`config.mk`:
```
export PLATFORM = sky130hd
export DESIGN_NAME = pipe_stage_reg
export DESIGN_NICKNAME = d
export VERILOG_FILES = /design/src/rtl/pipe_stage_reg.sv
export SDC_FILE = /design/constraint.sdc
export NUM_CORES = 1
export LEC_CHECK = 0
export ABC_CLOCK_PERIOD_IN_PS = 4270
export CORE_MARGIN = 4
export CORE_UTILIZATION = 42
export CTS_BUF_LIST = sky130_fd_sc_hd__clkbuf_2 sky130_fd_sc_hd__clkbuf_4 sky130_fd_sc_hd__clkbuf_8
export DETAILED_ROUTE_END_ITERATION = 8
export GPL_TIMING_DRIVEN = 1
export PLACE_DENSITY = 0.86
export REMOVE_ABC_BUFFERS = 1
export SLEW_MARGIN = 10
export SYNTH_ARGS = -nofsm -noshare
export SYNTH_HDL_FRONTEND = slang
export SYNTH_SLANG_ARGS = --single-unit
```
`constraint.sdc`:
```
create_clock -name clk_i -period 4.27 [get_ports clk_i]
set_input_delay 0.6405 -clock clk_i [delete_from_list [all_inputs] [get_ports clk_i]]
set_output_delay 0.6405 -clock clk_i [all_outputs]
set_load 0.1 [all_outputs]
```
`src/rtl/pipe_stage_reg.sv`:
```
// pipe_stage_reg: elastic pipeline register made of `depth` stages, each holding
// `width` data bits and a valid bit, with ready/valid handshakes on both sides.
// Empty stages always advance, so bubbles close up even when downstream stalls.
// flush_i or reset_i empties every stage and loads `bubble` into its data.
//
// Ports:
//   clk_i       - clock; every state change happens on its rising edge
//   reset_i     - synchronous, active-high reset
//   write_i     - upstream data
//   valid_i     - upstream data valid
//   ready_o     - block accepts write_i this cycle; combinational from ready_i
//   flush_i     - synchronous squash of all stages
//   read_o      - data of the last stage
//   valid_o     - valid bit of the last stage
//   ready_i     - downstream accepts read_o this cycle
//   occupancy_o - number of valid stages, kept as a registered counter
module pipe_stage_reg #(
  parameter int unsigned width = 32,
  parameter int unsigned depth = 1,
  parameter logic [width-1:0] bubble = '0,
  localparam int unsigned occ_w = (depth < 1) ? 1 : $clog2(depth + 1)
) (
  input  logic             clk_i,
  input  logic             reset_i,
  input  logic [width-1:0] write_i,
  input  logic             valid_i,
  output logic             ready_o,
  input  logic             flush_i,
  output logic [width-1:0] read_o,
  output logic             valid_o,
  input  logic             ready_i,
  output logic [occ_w-1:0] occupancy_o
);

  logic [width-1:0] data_q [depth];
  logic [depth-1:0] v_q;
  logic [occ_w-1:0] occ_q;

  logic [depth-1:0] en;
  logic [depth-1:0] in_v;
  logic [width-1:0] in_d [depth];
  logic             in_xfer;
  logic             out_xfer;

  // A stage may advance if it is empty or if every stage below it can move.
  // A running OR from the output side avoids a self-referencing vector.
  always_comb begin
    logic run;
    en  = '0;
    run = ready_i;
    for (int k = int'(depth) - 1; k >= 0; k--) begin
      run   = run | ~v_q[k];
      en[k] = run;
    end
  end

  // Value offered to each stage: upstream port for stage 0, else the previous stage.
  always_comb begin
    in_v    = '0;
    in_v[0] = valid_i;
    for (int k = 0; k < int'(depth); k++) begin
      in_d[k] = bubble;
    end
    in_d[0] = write_i;
    for (int k = 1; k < int'(depth); k++) begin
      in_v[k] = v_q[k-1];
      in_d[k] = data_q[k-1];
    end
  end

  assign ready_o     = en[0] & ~flush_i;
  assign in_xfer     = valid_i & ready_o;
  assign out_xfer    = v_q[depth-1] & ready_i;
  assign read_o      = data_q[depth-1];
  assign valid_o     = v_q[depth-1];
  assign occupancy_o = occ_q;

  // Stage registers; an advancing stage with no valid input takes the bubble value.
  always_ff @(posedge clk_i) begin
    if (reset_i || flush_i) begin
      v_q <= '0;
      for (int k = 0; k < int'(depth); k++) begin
        data_q[k] <= bubble;
      end
    end else begin
      for (int k = 0; k < int'(depth); k++) begin
        if (en[k]) begin
          v_q[k]    <= in_v[k];
          data_q[k] <= in_v[k] ? in_d[k] : bubble;
        end
      end
    end
  end

  // Occupancy tracks transfers at the two boundaries rather than counting valid bits.
  always_ff @(posedge clk_i) begin
    if (reset_i || flush_i) begin
      occ_q <= '0;
    end else begin
      unique case ({in_xfer, out_xfer})
        2'b10:   occ_q <= occ_q + occ_w'(1);
        2'b01:   occ_q <= occ_q - occ_w'(1);
        default: occ_q <= occ_q;
      endcase
    end
  end

endmodule

```
==> results.json, run 1 <==
{
  "grt_pass1_vias": 937,
  "dr.pass1.iters": 2,
  "finalCritPeriodShare": 0.5861,
  "tightest_slew_ns": 0.9940,
  "crit_family": "buffers and inverters",
  "ys_ff_latch": 34,
  "die-area_um2": 4083,
  "cts_tree": "yes",
  "grt_start_max_net_pins": 33,
  "placeableCoreArea_um2": 3028,
  "fmax_mhz": 399.6,
  "fp.dieH_um": 63.90,
  "cts_hold_buffers": 0,
  "mostFrequentLayoutCells": "clkdlybuf4s50_1 (70), and2_1 (32), edfxtp_1 (32)",
  "ios": 72,
  "drtAntennaViolNets": 0,
  "drive_gt1_frac": 0.07006,
  "die_w_um": 63.90,
  "hpwl_um": 2168,
  "cp_slowest_stage_delay_ns": 1.16,
  "portBuffers": 71,
  "place_inst": 193,
  "drv_slew": 0,
  "drc": 0,
  "final_common_cell": "clkdlybuf4s50_1",
  "synth_top_area_share": 0.7321,
  "gp_congestion": 0.6655,
  "finalWorstSetupSlack_ns": 1.768,
  "ys_seq_area_frac": 0.7626,
  "outcome": "completed",
  "fin_setup_tns_ns": 0,
  "critPathLaunchType": "flip-flop",
  "cp-end-kind": "output port",
  "grt_use_met3": 0.07381,
  "grtUsageMet2": 0.2477,
  "post-place-ws_ns": 2.012,
  "insertion_delay_ns": 0.33,
  "nets": 193,
  "path_cells": "clkdlybuf4s50_1",
  "vias": 884,
  "fp-row-count": 20,
  "yosys_warnings": 0,
  "clk_pin_slew_ns": 0.09,
  "gr-usage-met1": 0.1699,
  "track_usage": 0.1561,
  "cts_root_buf": "clkbuf_4",
  "synth_area_um2": 1313,
  "cts.sinks": 34,
  "slew-limit-headroom": 0.3353,
  "wl_um": 2903,
  "start_util": 0.4335,
  "synthDistinctLibCells": 13,
  "total_power_w": 0.0007052,
  "cp_slowest_cell": "clkdlybuf4s50_1",
  "fin_worst_skew_ns": 0.008237,
  "yosysTopAreaCell": "edfxtp_1",
  "hold_viol": 0,
  "grt.overflow.total": 0,
  "numCtsBuffers": 5,
  "cp_data_required_time_ns": 3.63,
  "ir_drop_mv": 0.1602,
  "clockBufferDepth": 2,
  "ctsHtreeMaxLevel": 2,
  "ctsResizeCount": 0,
  "crit_buf_inv": 1,
  "leakage_nw": 0.8258,
  "rsz0062_at_grt": "no",
  "synthToLayoutAreaGrowth_pct": 60.25,
  "max_cap_viol_count": 0,
  "finalSetupViolCount": 0,
  "postCtsSetupRepairBufs": 0,
  "syn_area_per_cell_um2": 16.41,
  "final_cells": 201,
  "synth_top_cells_by_area": "edfxtp_1 (73%), and2_1 (15%), dfxtp_1 (3.1%)",
  "wl_per_cell_um": 14.44,
  "num_antenna_cells": 0,
  "hp-class": "flip-flop to flip-flop",
  "critical_path_class": "flip-flop to output port",
  "postSynthCellCount": 80,
  "drt-vias-per-instance": 4.398,
  "antenna_found_initial": 0,
  "cp_max_fo": 4,
  "grt_pass1_wl_um": 4629,
  "fillers": 204,
  "fin_crit_ns": 2.502,
  "arrival_ns": 1.86,
  "power_density_nw_per_um2": 335.3,
  "grt.busiest_layer": "met2",
  "drt_iter0_markers": 32
}
-- power breakdown --
part | switching, W | internal, W
registers | 0.00000372 | 0.000373
clock network | 0.0000979 | 0.0000681
logic | 0.000108 | 0.0000543
total | 0.000209 | 0.000496
-- cells by family after synthesis --
group / share of synthesized area
flip-flops: 0.7626
AO/OA/AOI/OAI: 0.01525
AND/OR/NAND/NOR: 0.1964
buffers and inverters: 0.02574
-- final timing paths --
kind | depth (start not counted) | to | slack (ns) | from
max | 1 | valid_o | 1.77 | valid_o
min | 2 | occupancy_o | 0.58 | occupancy_o
max reg2reg | 3 | data_q[0][16] | 2.96 | valid_o
min reg2reg | 2 | occupancy_o | 0.58 | occupancy_o
-- sequential cells by signal, summed over array words and instances, names as in the netlist --
signal,count
data_q,32
occupancy_o,1
valid_o,1
-- synthesized netlist by cell type --
cell / n
and3_1: 1
nand3b_1: 1
a21oi_1: 1
nand2b_1: 1
edfxtp_1: 32
nor2b_4: 1
nand2_1: 1
dfxtp_1: 2
and3b_4: 1
nor2_1: 2
and2_1: 32
o21a_1: 2
buf_6: 3
-- cell type report --
| class | instances | area (um^2) | share of cell area |
|---|---|---|---|
| multi-input combinational | 43 | 277.8 | 0.1321 |
| tap | 44 | 55.05 | 0.02617 |
| timing repair buffer | 72 | 715.7 | 0.3403 |
| sequential | 34 | 1001 | 0.4759 |
| clock inverter | 2 | 8.758 | 0.004164 |
| clock buffer | 6 | 45.04 | 0.02142 |
-- metrics by stage --
step	hold WS, ns	instance area [um^2]	util
after floorplan	0.7643	1279	-
after global placement	0.5406	2049	0.6769
after detailed placement	0.5662	2049	0.6769
after CTS	0.5823	2103	0.6946
after global routing	0.6296	2103	0.6946
final	0.5849	2103	0.6946
-- worst register-to-register path, stage by stage (launching register included) --
cell,delay [ns]
dfxtp_1,0.38
nor2b_4,0.19
and3b_4,0.30
and2_1,0.20
-- metal layers --
metal | vias to the layer above | wire length, um | part of all wire
met4 | 0 | 63 | 0.022
met3 | 6 | 332 | 0.11
li1 | 429 | - | -
met2 | 51 | 1363 | 0.47
met5 | - | 0 | 0
met1 | 398 | 1144 | 0.39
(Power assumes the default switching activity.)
==> run 2: changes to the inputs <==
--- a/config.mk
+++ b/config.mk
@@ -5,13 +5,13 @@
 export SDC_FILE = /design/constraint.sdc
 export NUM_CORES = 1
 export LEC_CHECK = 0
-export ABC_CLOCK_PERIOD_IN_PS = 4270
+export ABC_CLOCK_PERIOD_IN_PS = 2460
 export CORE_MARGIN = 4
-export CORE_UTILIZATION = 42
+export CORE_UTILIZATION = 39
 export CTS_BUF_LIST = sky130_fd_sc_hd__clkbuf_2 sky130_fd_sc_hd__clkbuf_4 sky130_fd_sc_hd__clkbuf_8
 export DETAILED_ROUTE_END_ITERATION = 8
 export GPL_TIMING_DRIVEN = 1
-export PLACE_DENSITY = 0.86
+export PLACE_DENSITY = 0.81
 export REMOVE_ABC_BUFFERS = 1
 export SLEW_MARGIN = 10
 export SYNTH_ARGS = -nofsm -noshare
==> constraint.sdc (replaced) <==
create_clock -name clk_i -period 2.46 [get_ports clk_i]
set_input_delay 0.369 -clock clk_i [delete_from_list [all_inputs] [get_ports clk_i]]
set_output_delay 0.369 -clock clk_i [all_outputs]
set_load 0.1 [all_outputs]
==> run 2 against run 1 <==
  * Critical path depth grew 3
  * Utilization shrank 4.5 points
  * Combinational power grew 71%
  * Worst setup slack lost 1.0 ns
  * Cell count is the same
  * Clock power grew 71%
  * Non-clock buffer count is the same
  * Register-to-register slack lost 1.8 ns
  * Cell area shrank 3.5%
  * Global-route usage shrank 1.5 points
  * First-iteration DRC count grew 110%
  * Flip-flop and latch count is the same
==> results.json, run 2 (same netlist as run 1, synthesis figures left out) <==
{
  "ctsHtreeMaxLevel": 2,
  "intPower_w": 0.0008561,
  "vias": 880,
  "path_cells": "clkdlybuf4s50_1 > nor2b_4 > nor2_1 > buf_12",
  "fin_hold_ws_ns": 0.5818,
  "drt-vias-per-instance": 4.378,
  "fin_setup_tns_ns": 0,
  "cp_slowest_cell": "clkdlybuf4s50_1",
  "gp_congestion": 0.7140,
  "ios": 72,
  "drtAntennaViolNets": 0,
  "crit_buf_inv": 2,
  "cts.sinks": 34,
  "hp-class": "flip-flop to flip-flop",
  "fin_crit_ns": 1.729,
  "mostFrequentLayoutCells": "clkdlybuf4s50_1 (36), buf_4 (35), and2_1 (32), edfxtp_1 (32), clkbuf_4 (6)",
  "power_frac_comb": 0.228,
  "cts_tree": "yes",
  "grt_pass1_wl_um": 4471,
  "nets": 193,
  "portBuffers": 71,
  "rsz0062_at_grt": "no",
  "power_density_nw_per_um2": 598.5,
  "leakage_nw": 0.8946,
  "swShare": 0.2955,
  "seq_power_share": 0.539,
  "track_usage": 0.1408,
  "postCtsSetupRepairBufs": 0,
  "cp_slowest_stage_delay_ns": 0.53,
  "switching_power_w": 0.0003592,
  "hpwl_um": 2235,
  "critPathLaunchType": "primary input",
  "fp.dieH_um": 66.01,
  "grt.overflow.total": 0,
  "insertion_delay_ns": 0.31,
  "cts_hold_buffers": 0,
  "stdcell_area_um2": 2031,
  "final_common_cell": "clkdlybuf4s50_1",
  "outcome": "completed",
  "wl_per_cell_um": 14.51,
  "die_w_um": 66.01,
  "cp_data_required_time_ns": 2.09,
  "numCtsBuffers": 5,
  "clk_pin_slew_ns": 0.10,
  "num_antenna_cells": 0,
  "wl_um": 2916,
  "fin_worst_skew_ns": 0.003802,
  "clkPwrFrac": 0.233,
  "placed_cell_area_um2": 1977,
  "fp-row-count": 20,
  "cp-end-kind": "output port",
  "grt_start_max_net_pins": 33,
  "dr.pass1.iters": 4,
  "antenna_found_initial": 0,
  "drv_slew": 0,
  "arrival_ns": 1.36,
  "drt_iter0_markers": 66,
  "tightest_slew_ns": 0.3809,
  "clockBufferDepth": 2,
  "fmax_mhz": 578.3,
  "ctsResizeCount": 0,
  "largest_reg_flops": 32,
  "finalCritPeriodShare": 0.7029,
  "grt_pass1_vias": 915,
  "critical_path_class": "primary input to output port",
  "crit_family": "buffers and inverters",
  "finalSetupViolCount": 0,
  "placeableCoreArea_um2": 3128,
  "cp_max_fo": 4,
  "synthToLayoutAreaGrowth_pct": 54.72,
  "drc": 0,
  "slew-limit-headroom": 0.7460,
  "cts_root_buf": "clkbuf_4",
  "total_power_w": 0.001215,
  "start_util": 0.4196,
  "max_cap_viol_count": 0,
  "hold_viol": 0,
  "top_register": "data_q",
  "utilization": 0.6492,
  "die-area_um2": 4357,
  "ir_drop_mv": 0.2782,
  "drive_gt1_frac": 0.2866
}
## run 2: cell types whose count changed in the layout (fill, tap and decap cells not counted)
cell             change
buf_12               +1
buf_4               +33
clkdlybuf4s50_1     -34
## run 2: final timing paths
path                             startpoint  cells past startpoint  slack, ns      endpoint
worst max-delay path                ready_i                      4       0.73       ready_o
worst min-delay path            occupancy_o                      2       0.58   occupancy_o
worst max register to register      valid_o                      3       1.16  data_q[0][0]
worst min register to register  occupancy_o                      2       0.58   occupancy_o
## run 2: per-layer routing
layer  up-vias  wire length, um  track usage
met5         -                0            0
met4         0               30      0.06091
li1        428                -            -
met3         2              354      0.05102
met2        51             1371       0.2278
met1       399             1159       0.1683
## run 2: worst reg2reg max path, delay by kind of cell (launching register included)
family / cells / cell delay (ns)
DFF: 1 / 0.38
and+or+nand+nor: 3 / 0.68
## run 2: power groups by stage
stage	sequential [W]	clock, W	combinational (W)
global placement	0.000667	0	0.000276
global route	0.000658	0.000313	0.000286
floorplan	0.000819	0	0.0000275
CTS	0.000655	0.000293	0.000278
finish	0.000655	0.000284	0.000277
detailed placement	0.000669	0	0.000278
## run 2: cell type report
type / count / area (um^2)
timing repair buffer: 72 / 643.1
clock buffer: 6 / 45.04
sequential: 34 / 1001
fill: 250 / 1097
clock inverter: 2 / 8.758
tap: 44 / 55.05
multi-input combinational: 43 / 277.8
## run 2: through the flow
stage	setup slack, ns	std cells
after floorplan	-0.08893	77
final	0.7308	201
after global routing	0.6848	201
after CTS	0.7227	201
after detailed placement	0.6188	193
after global placement	0.7406	193
